--- src/rtl/gray_codec_seq.sv ---
// Bit-serial Gray<->binary converter, MSB first, one bit per clock.
// Handshake: ready in IDLE, busy while converting, a one-cycle done pulse with dout updated.
module gray_codec_seq #(
   parameter int WIDTH = 4
) (
   input  logic             clk,
   input  logic             rst,
   input  logic             start,
   input  logic             mode,
   input  logic [WIDTH-1:0] din,
   output logic             ready,
   output logic             busy,
   output logic             done,
   output logic [WIDTH-1:0] dout
);

   localparam int IW = $clog2(WIDTH);
   localparam logic [1:0] ST_IDLE = 2'd0;
   localparam logic [1:0] ST_CONV = 2'd1;
   localparam logic [1:0] ST_DONE = 2'd2;
   localparam logic [IW-1:0] IDX_MSB = IW'(WIDTH - 1);

   logic [1:0]       state_r;
   logic [1:0]       state_s;
   logic [WIDTH-1:0] x_r;
   logic [WIDTH-1:0] res_r;
   logic [WIDTH-1:0] res_s;
   logic [WIDTH-1:0] dout_r;
   logic [IW-1:0]    idx_r;
   logic             m_r;
   logic             p_r;
   logic             o_s;
   logic             p_s;
   logic             ready_r;
   logic             busy_r;
   logic             done_r;

   // Resolve the current bit and the running XOR carried to the next lower bit.
   always_comb begin
      o_s = x_r[idx_r] ^ p_r;
      // G2B carries the decoded bit, B2G carries the raw input bit.
      if (m_r) begin
         p_s = x_r[idx_r];
      end else begin
         p_s = o_s;
      end
      res_s = res_r;
      res_s[idx_r] = o_s;
   end

   // Next-state decode for the IDLE -> CONV -> DONE sequence.
   always_comb begin
      case (state_r)
         ST_IDLE: begin
            if (start) begin
               state_s = ST_CONV;
            end else begin
               state_s = ST_IDLE;
            end
         end
         ST_CONV: begin
            if (idx_r == {IW{1'b0}}) begin
               state_s = ST_DONE;
            end else begin
               state_s = ST_CONV;
            end
         end
         ST_DONE: state_s = ST_IDLE;
         default: state_s = ST_IDLE;
      endcase
   end

   // State, datapath and registered handshake outputs.
   always_ff @(posedge clk) begin
      if (rst) begin
         state_r <= ST_IDLE;
         x_r     <= {WIDTH{1'b0}};
         m_r     <= 1'b0;
         idx_r   <= {IW{1'b0}};
         p_r     <= 1'b0;
         res_r   <= {WIDTH{1'b0}};
         dout_r  <= {WIDTH{1'b0}};
         ready_r <= 1'b1;
         busy_r  <= 1'b0;
         done_r  <= 1'b0;
      end else begin
         state_r <= state_s;
         ready_r <= (state_s == ST_IDLE);
         busy_r  <= (state_s == ST_CONV);
         done_r  <= (state_s == ST_DONE);
         case (state_r)
            ST_IDLE: begin
               if (start) begin
                  x_r   <= din;
                  m_r   <= mode;
                  idx_r <= IDX_MSB;
                  p_r   <= 1'b0;
                  res_r <= {WIDTH{1'b0}};
               end else begin
                  x_r <= x_r;
               end
            end
            ST_CONV: begin
               res_r <= res_s;
               p_r   <= p_s;
               // dout is only written once the last bit is known.
               if (idx_r == {IW{1'b0}}) begin
                  dout_r <= res_s;
               end else begin
                  idx_r <= idx_r - {{(IW-1){1'b0}}, 1'b1};
               end
            end
            ST_DONE: begin
               res_r <= res_r;
            end
            default: begin
               res_r <= res_r;
            end
         endcase
      end
   end

   assign ready = ready_r;
   assign busy  = busy_r;
   assign done  = done_r;
   assign dout  = dout_r;

endmodule

--- config.mk ---
export PLATFORM = sky130hd
export DESIGN_NAME = gray_codec_seq
export DESIGN_NICKNAME = d
export VERILOG_FILES = /design/src/rtl/gray_codec_seq.sv
export SDC_FILE = /design/constraint.sdc
export NUM_CORES = 1
export LEC_CHECK = 0
export CORE_ASPECT_RATIO = 0.9
export CORE_UTILIZATION = 26
export DETAILED_ROUTE_END_ITERATION = 10
export GPL_TIMING_DRIVEN = 1
export PLACE_DENSITY = 0.53
export REMOVE_ABC_BUFFERS = 1
export SETUP_SLACK_MARGIN = 0.1
export SYNTH_ARGS = -nofsm -noshare
export SYNTH_HDL_FRONTEND = slang
export SYNTH_SLANG_ARGS = --single-unit
--- constraint.sdc ---
create_clock -name clk -period 1.7 [get_ports clk]
set_input_delay 0.34 -clock clk [delete_from_list [all_inputs] [get_ports clk]]
set_output_delay 0.34 -clock clk [all_outputs]
set_load 0.01 [all_outputs]
Word-level counts from Yosys, hierarchy flattened. Index checks and enable logic that the tools add are counted.

Register bits: 21. Input bits: 8. Output and inout bits: 7. Logic and storage cells: 44.

Add/sub/neg operators: 1. Magnitude comparators: 2. Eq/ne operators: 5. Mux-type cells: 16. Bitwise logic cells: 1. Reductions and logical operators: 9.

Operators by type and width (number): $pmux 2 s2 (2); $pmux 4 s2 (1); $logic_not 2->1 (3); $mux 2 (3); $reduce_and 2->1 (3); $mux 1 (5); $bwmux 4 (1); $eq 2x1->1 const B (2); $mux 4 (1); $ne 2x2->1 const B (2); $lt 2x3->1 const B (1); $reduce_and 3->1 (1); $bmux 1 s2 (1); $demux 1 s2 (1); $eq 2x2->1 const B (1); $ge 2x1->1 const B (1); $pmux 1 s2 (1); $reduce_bool 2->1 (1); $sub 2x1->2 const B (1); $logic_and 1x1->1 (1); $xor 1x1->1 (1).

Depth between registers and ports, before layout.
Depth after elaboration: 6. Depth in mapped cells: 5. Mapped depth without buffers: 5.

Worst setup path before layout. Ideal clock, no wire load.

Kind: flip-flop to flip-flop. Start point: reg idx_r[0]. End point: reg res_r[2]. Setup time: 0.135 ns. Arrival: 1.363 ns. Required time: 1.565 ns. Path slack: 0.203 ns. Cell stages (with the launch flop): 4. Path buffers: 0. Clock period less this slack: 1.497 ns. Cells stage by stage: dfxtp_1 > mux4_2 > xnor2_4 > o32ai_1.

Longest elaborated chain between the ends: 6. Elaborated cells between the ends (all ways): 10. Those cells by class: order compare: 2; mux: 6; bitwise: 1; reduce/logical: 1.

Ends and longest elaborated chain: start: declaration (line 29) `logic [IW-1:0] idx_r;`; start signal: assignment (line 79) `idx_r <= {IW{1'b0}};`; start signal: assignment (line 110) `idx_r <= idx_r - {{(IW-1){1'b0}}, 1'b1};`; $lt 2x3->1 (implied by the code) or $ge 2x1->1 (tied branches) (line 48) `res_s[idx_r] = o_s;`; $logic_and 1x1->1 (implied by the code) (line 48); $mux 1 (implied by the code) (line 48); $demux 1 s2 (line 48); $bwmux 4 * (line 48); $pmux 4 s2 * (line 91) `case (state_r)`; end signal: assignment (line 98) `res_r <= {WIDTH{1'b0}};`; end signal: assignment (line 104) `res_r <= res_s;`; end signal: assignment (line 114) `res_r <= res_r;`; end: declaration (line 26) `logic [WIDTH-1:0] res_r;`.

Mark *: on every way between the ends. The rest lies on a longest branch, timed or not. The select of a mux whose other input is x is not followed. A chain may end at the register's enable or synchronous reset.

Final worst setup path. Ends and elaborated chain as after synthesis.

==> impl_results.md <==
* Initial DRC count at 17
* Status: finished clean
* Number of distinct library cells after synthesis at 27
* Area share of the largest cell type after synthesis at 43.2%
* First-pass iteration count of the detailed router at 4
* Post-synthesis mux area share at 2.43%
* Slew HR at a little under two thirds
* Row count at 20
* Compound-gate portion of the synthesized area at 22.8%
* CORE AREA at 3400 sq um
* Ranking of synthesized cells by area: dfxtp_1 43%, nand2_1 6.5%, ha_1 5.4%
* Synth Area in Adders at 5.40%
* Leak at 0.435 nW
* DRC at 0
* Total of fill cells in the finished design at about 380
* Crit Path Class: reg2reg
* Clk pin slew, worst setup/hold paths at 70 ps
* WP data required at around 1800 ps
* Die X at roughly 65 um
* Worst Setup End Kind: register
* Power per cell area at 861 nW/um^2
* Avg Inst Size Synth at roughly 9.3 sq um
* Clock Sinks at 20
* Overall global routing resource usage at 11.2%
* Die height at roughly 60 um
* Max-cap violation count at 0
* Worst-skew pair later-pin latency at 250 ps
* Vias in the first global route at 747
* Final hold vios at 0
* Root Driver: clkbuf_8
* Most common cell in the netlist: dfxtp_1
* Skew final at 1.53 ps
* Ys async rst share at 0%
* Initial antenna violation count at 0
* Die ar. at 3810 sq um
* Hold buffer count at cts at 0
* Port bufs at 14
* RSZ-0062 raised after global routing: no
* Seq/Total Area, Yosys at 43.2%
* Synth Register Bits at 20
* VDD IR-drop max at 0.000377 V
* Routed WL at 1880 um
* Setup violators final at 0
* Cell taking the most area after synthesis: dfxtp_1
* Post-layout util at 35.7%
* Antenna cells at 0
* Setup TNS Final at 0 ps
* Flop2flop setup slack at 170 ps
* Post-DR vias/cell at 4.62
* Crit share post-route at 90.2%
* Top cells by count, synth: 20 x dfxtp_1, 16 x nand2_1, 8 x a21oi_1, 8 x o21ai_0, 7 x inv_1
* TritonCTS clock tree: built
* Layout Nets at 135
* Fraction of layout cells with a size suffix above 1 at 17.4%
* Startpoint types: register
* Largest family of logic cells by synthesized area: compound AO/OA/AOI/OAI gates
* Critical-path maximum fanout at 7
* Worst Hold Slack at 475 ps
* CTS H-tree lvls at 1
* CTS Buf Count at 3
* Starting Density at 27.2%
* YS warnings at 0
* Post-synthesis xor/xnor area fraction at 2.97%
* Global route overflow at 0
* Cells after Synth at 100
* Global-route wire length before repair at roughly 3300 um
* Largest net degree at the start of global routing at 17
* Hold Path Class: reg2reg
* Critical Path AT at ~1700 ps
* Max Clk Rate at 652 MHz
* Area growth, synth to finish at 31.0%
* Vias post-DR at 763
* Post-synth EDFFs at 0
* Num ports at 15
* Synthesized cell area at 927 sq um
* Simple-Gate Fraction of Synth Area at 17.9%
* Most common flop cell mapped by yosys: dfxtp_1
* WL/cell at 11.4 um
* GPL Wtd Cong at around 0.74
* Clock Tree Buf Depth at 2
* Placed wire-length estimate at about 1400 um
* Number of nets with antenna violations after routing at 0
* Max Slew Vio Count at 0
* Crit path time final at 1530 ps
* Slew @ Worst Pin at 545 ps
==> path summary, 6_finish.rpt <==
path | depth (start not counted) | endpoint | startpoint
min | 2 | res_r[1] | res_r[1]
max reg2reg | 3 | res_r[2] | idx_r[0]
min reg2reg | 2 | res_r[1] | res_r[1]
max | 3 | res_r[2] | idx_r[0]
==> logic make-up after synthesis <==
group | Yosys count
multiplexers | 1
adder cells (fa/ha/maj) | 4
flip-flops | 20
AND/OR/NAND/NOR | 32
AO/OA/AOI/OAI | 30
XOR/XNOR | 1
buffers and inverters | 12
==> sequential cells by signal, summed over array words and instances, names as in the netlist, 2 cells and up <==
signal   count
dout         4
x_r          4
res_r        3
idx_r        2
state_r      2
==> report_power, final <==
| part | total, W | internal, W | switching [W] |
|---|---|---|---|
| combinational | 0.000218 | 0.000115 | 0.000103 |
| clock | 0.000301 | 0.000157 | 0.000143 |
| sequential | 0.000528 | 0.000499 | 0.0000290 |
| total | 0.00105 | 0.000771 | 0.000275 |
==> worst max-delay path, cell delays in order (launching register included) <==
cell	delay, ps
dfxtp_2	390
mux4_2	590
xnor2_4	290
o32ai_1	140
==> layout by cell type, fill, tap and decap left out, types with 2 or more instances in the layout <==
cell	synthesis	routed
ha_1	4	4
nor3b_2	1	2
a21oi_1	8	8
a221oi_2	3	3
clkbuf_8	0	3
buf_4	0	9
nand3b_1	2	2
a211oi_1	2	2
a21boi_0	3	3
nand2b_1	2	2
nand2_1	16	16
o32ai_1	3	3
inv_1	7	7
nor2_1	4	4
nor3b_1	3	2
o21ai_0	8	8
dfxtp_1	20	19
clkdlybuf4s50_1	0	14
==> cell type report <==
type	instances	area (sq um)	area share, %
Multi-Input combinational cell	68	483	39.8
Clock buffer	3	41.3	3.40
Sequential cell	20	402	33.1
Inverter	7	26.3	2.16
Tap cell	44	55.1	4.53
Timing Repair Buffer	23	208	17.1
==> per-layer routing <==
layer,vias up,routed length [um],track usage (%)
met2,12,902,18.8
li1,396,-,-
met5,-,0,0
met4,0,0,3.49
met3,0,68,3.49
met1,355,908,13.8
==> per-stage QoR <==
| step | power (W) | cells | cell area (sq um) | setup WS (ps) |
|---|---|---|---|---|
| 4_1_cts | 0.00106 | 164 | 1200 | 118 |
| 2_1_floorplan | 0.000654 | 95 | 905 | 203 |
| 5_1_grt | 0.00112 | 165 | 1210 | 110 |
| 3_5_place_dp | 0.000752 | 161 | 1160 | 83.8 |
| 3_3_place_gp | 0.000747 | 161 | 1160 | 116 |
| 6_report | 0.00105 | 165 | 1210 | 166 |
==> timing repair <==
| action | CTS | global route |
|---|---|---|
| pin swaps | 1 | 1 |
| endpoints found under the setup margin | 2 | 4 |
| resized for setup | 1 | 1 |
| setup buffers | 0 | 1 |
Power figures use the tool's default switching activity.
==> edit 1, RTL diff (config.mk and constraints unchanged) <==
Add an input register stage for `mode`, with the module's reset; this delays it by one clock. The other inputs are not delayed to match.
--- a/src/rtl/gray_codec_seq.sv
+++ b/src/rtl/gray_codec_seq.sv
@@ -19,6 +19,16 @@
    localparam logic [1:0] ST_CONV = 2'd1;
    localparam logic [1:0] ST_DONE = 2'd2;
    localparam logic [IW-1:0] IDX_MSB = IW'(WIDTH - 1);
+
+   logic mode_q;
+
+   always_ff @(posedge clk) begin
+      if (rst) begin
+         mode_q <= '0;
+      end else begin
+         mode_q <= mode;
+      end
+   end
 
    logic [1:0]       state_r;
    logic [1:0]       state_s;
@@ -92,7 +102,7 @@
             ST_IDLE: begin
                if (start) begin
                   x_r   <= din;
-                  m_r   <= mode;
+                  m_r   <= mode_q;
                   idx_r <= IDX_MSB;
                   p_r   <= 1'b0;
                   res_r <= {WIDTH{1'b0}};
Check against the original RTL: not equivalent (a bounded check fails within 10 cycles, from zero or initial values and one cycle with rst high).
==> edit 1 against the original RTL <==
- synthesized area up 3.6%
- first-iteration DRC count up 76%
- worst setup slack better by 0.017 ns
- maximum frequency up 1.1%
- final area up 0.82%
- power up 3.6%
- wire length up 2.6%
- sequential cell count up 1
==> edit 1: results (changes against the original RTL) <==
[place]
dpl.hpwl_um=1380  ; was 1440 µm
dp_slack_ns=0.0758  ; was 0.0838 ns
dp.cells=157  ; was 161
gp_congestion=0.738  ; was 0.742
port-buffer-count=14  ; unchanged

[timing]
fin_skew_ns=0.00107  ; was 0.00153 ns
worstMarginPinSlew_ns=0.426  ; was 0.545 ns

[pwr]
ir_worst_vdd_uv=269  ; was 377 µV
total_leakage_power_uw=0.000411  ; was 0.000435 µW

[layout]
nNetsFinal=131  ; was 135
fillerInstances=374  ; was 376
drive_gt1_frac=0.144  ; was 0.174
final_cell_area_um2=1220  ; was 1210 µm²
num_antenna_cells=0  ; unchanged

[drt]
drt_iter0_drc=30  ; was 17
top_layer=met4  ; was met3
routed_wl_um=1930  ; was 1880 µm
wl_met1_um=914  ; was 908 µm
wl_met2_um=903  ; was 902 µm
drtPass1Iterations=4  ; unchanged
wl_met3_um=53  ; was 68 µm
vias=762  ; was 763
wl_per_cell_um=11.9  ; was 11.4 µm

[synthesis]
yosysWarnings=0  ; unchanged
synth_xor_area_frac=0.0286  ; was 0.0297
syn_area_per_cell_um2=9.51  ; was 9.27 µm²
synth_area_leaders=dfxtp_1 (44%), ha_1 (5.2%), a221oi_2 (4.7%)  ; was dfxtp_1 (43%), nand2_1 (6.5%), ha_1 (5.4%)
yosysSeqAreaShare=0.438  ; was 0.432
synthAdderAreaFrac=0.0521  ; was 0.0540
synth-compound-area-share=0.220  ; was 0.228
async_reset_ff_frac=0  ; unchanged
synth_mux_area_frac=0.0234  ; was 0.0243
synth_common_cells=dfxtp_1 (21), nand2_1 (12), a21oi_1 (8), o21ai_0 (8), nor2_1 (6)  ; was dfxtp_1 (20), nand2_1 (16), a21oi_1 (8), o21ai_0 (8), inv_1 (7)
synthDistinctLibCells=29  ; was 27

[global_route]
grt.total_usage=0.116  ; was 0.112
grt_max_degree=25  ; was 17
grt_pass1_vias=736  ; was 747
grt_first_pass_wirelength_um=3370  ; was 3330 µm

[clock_tree]
clk_latency_ns=0.26
cts_buffers=3  ; unchanged

[setup_path]
critPathMaxStageDelay_ns=0.56  ; was 0.59 ns
slowest_stage=clkdlybuf4s50_1  ; was mux4_2
critPathMaxFanout=3  ; was 7
path_delay_family=buffers and inverters  ; was multiplexers

[hold_path]
hp-class=reg -> reg  ; unchanged

[outcome]
status=completed  ; unchanged

edit 1: layout make-up:
class | instances | share of cell area
Clock buffer | 4 | 0.0368
Inverter | 5 | 0.0153
Multi-Input combinational cell | 69 | 0.401
Sequential cell | 21 | 0.346
Tap cell | 44 | 0.0449
Timing Repair Buffer | 19 | 0.155
edit 1: layer usage:
layer,track usage,vias up
li1,-,387
met1,0.136,355
met2,0.192,15
met3,0.0191,5
met4,0.0821,0
met5,0,-
edit 1: what timing repair did:
item                                    4_1_cts  5_1_grt
pin swaps                                     1        2
resized for setup                             1        2
hold endpoints to repair                      0        0
setup buffers                                 0        1
endpoints found under the setup margin        7        6
edit 1: final timing paths:
kind            start       end  slack (ns)  depth (start not counted)
max           dout[1]   dout[1]        0.18                          1
min            mode_q       m_r        0.44                          2
max reg2reg  idx_r[0]  res_r[2]        0.19                          3
min reg2reg    mode_q       m_r        0.44                          2
edit 1: where the power goes:
part / switching (µW) / internal [µW]
Clock: 158 / 167
Sequential: 28.5 / 523
Combinational: 101 / 107
Total: 287 / 797
==> edit 2, RTL diff (config.mk and constraints unchanged) <==
Made on the original files. Change the parameter `WIDTH` from 4 to 16.
--- a/src/rtl/gray_codec_seq.sv
+++ b/src/rtl/gray_codec_seq.sv
@@ -1,7 +1,7 @@
 // Bit-serial Gray<->binary converter, MSB first, one bit per clock.
 // Handshake: ready in IDLE, busy while converting, a one-cycle done pulse with dout updated.
 module gray_codec_seq #(
-   parameter int WIDTH = 4
+   parameter int WIDTH = 16
 ) (
    input  logic             clk,
    input  logic             rst,
Interface: changed (resized din and dout); port bits go from 15 to 39. No check against the original RTL was run, so the function may have changed too.
==> edit 2 against the original RTL <==
- the run now ends with setup timing left
- wire length increased to 3.8 times the old value
- non-clock buffer count increased by 65
- power increased to 3.6 times the old value
- critical endpoint is now res_r[14]
- clock skew increased by 0.0078 ns
- sequential cell count increased by 38
- final area increased to 3.2 times the old value
- synthesized area increased to 2.8 times the old value
- worst setup slack got worse by 0.23 ns
- clock power increased to 3.7 times the old value
==> edit 2: results (changes against the original RTL) <==
[outcome]
status=complete, but fails checks  ; was completed
failed_checks=setup timing

[global_route]
grt_max_degree=40  ; was 17

[drt]
vias=2469  ; was 763
drt_iter0_drc=97  ; was 17

[setup_path]
critPathMaxFanout=8  ; was 7
reg2reg_depth=6  ; was 3
cp.arrival_ns=2.03  ; was 1.66 ns
worst_r2r_endpoint=res_r[14]  ; was res_r[2]
r2r-start=idx_r[1]  ; was idx_r[0]

[place]
dpl.hpwl_um=4780  ; was 1440 µm
port-buffer-count=38  ; was 14
dp_slack_ns=-0.299  ; was 0.0838 ns
dp.cells=497  ; was 161
place_area_um2=3410  ; was 1160 µm²

[hold_path]
whs_path_depth=3  ; was 2

[timing]
finalWorstSetupSlack_ns=-0.0631  ; was 0.166 ns
fin_tns_setup_ns=-0.342  ; was 0 ns
fin_skew_ns=0.00930  ; was 0.00153 ns
finalSetupViolations=11  ; was 0

[synthesis]
synthDistinctLibCells=41  ; was 27
yosysSeqAreaShare=0.441  ; was 0.432

[pwr]
total_leakage_power_uw=0.00159  ; was 0.000435 µW
clockPowerShare=0.302  ; was 0.287
ir_worst_vdd_uv=433  ; was 377 µV

[clock_tree]
post_cts_resized=28  ; was 1
cts_buffers=9  ; was 3

[layout]
drive_gt1_frac=0.271  ; was 0.174
seq_area_um2=1170  ; was 402 µm²

edit 2: routing by layer:
layer / routed length (µm) / vias to the layer above / global-route usage
li1: - / 1237 / -
met4: 120 / 0 / 0.0527
met2: 3260 / 45 / 0.209
met3: 271 / 12 / 0.0490
met5: 0 / - / 0
met1: 3520 / 1175 / 0.197
edit 2: final cells by class:
type | instances | share of cell area
clock buffers | 12 | 0.0401
repair buffers | 88 | 0.214
well taps | 126 | 0.0407
inverters | 5 | 0.00484
multi-input cells | 225 | 0.396
flip-flops and latches | 58 | 0.301
clock inverters | 3 | 0.00388
edit 2: cells by family after synthesis:
group / synth area share
buffers and inverters: 0.0452
adders and majority gates: 0.0238
DFF: 0.441
and+or+nand+nor: 0.226
xor gates and xnor gates: 0.0190
muxes: 0.0476
AOI/OAI and AO/OA: 0.197
edit 2: worst min-delay path: cells and delay by family:
family,cells,cell delay (ns)
buffers and inverters,2,0.33
AO/OA/AOI/OAI,1,0.06
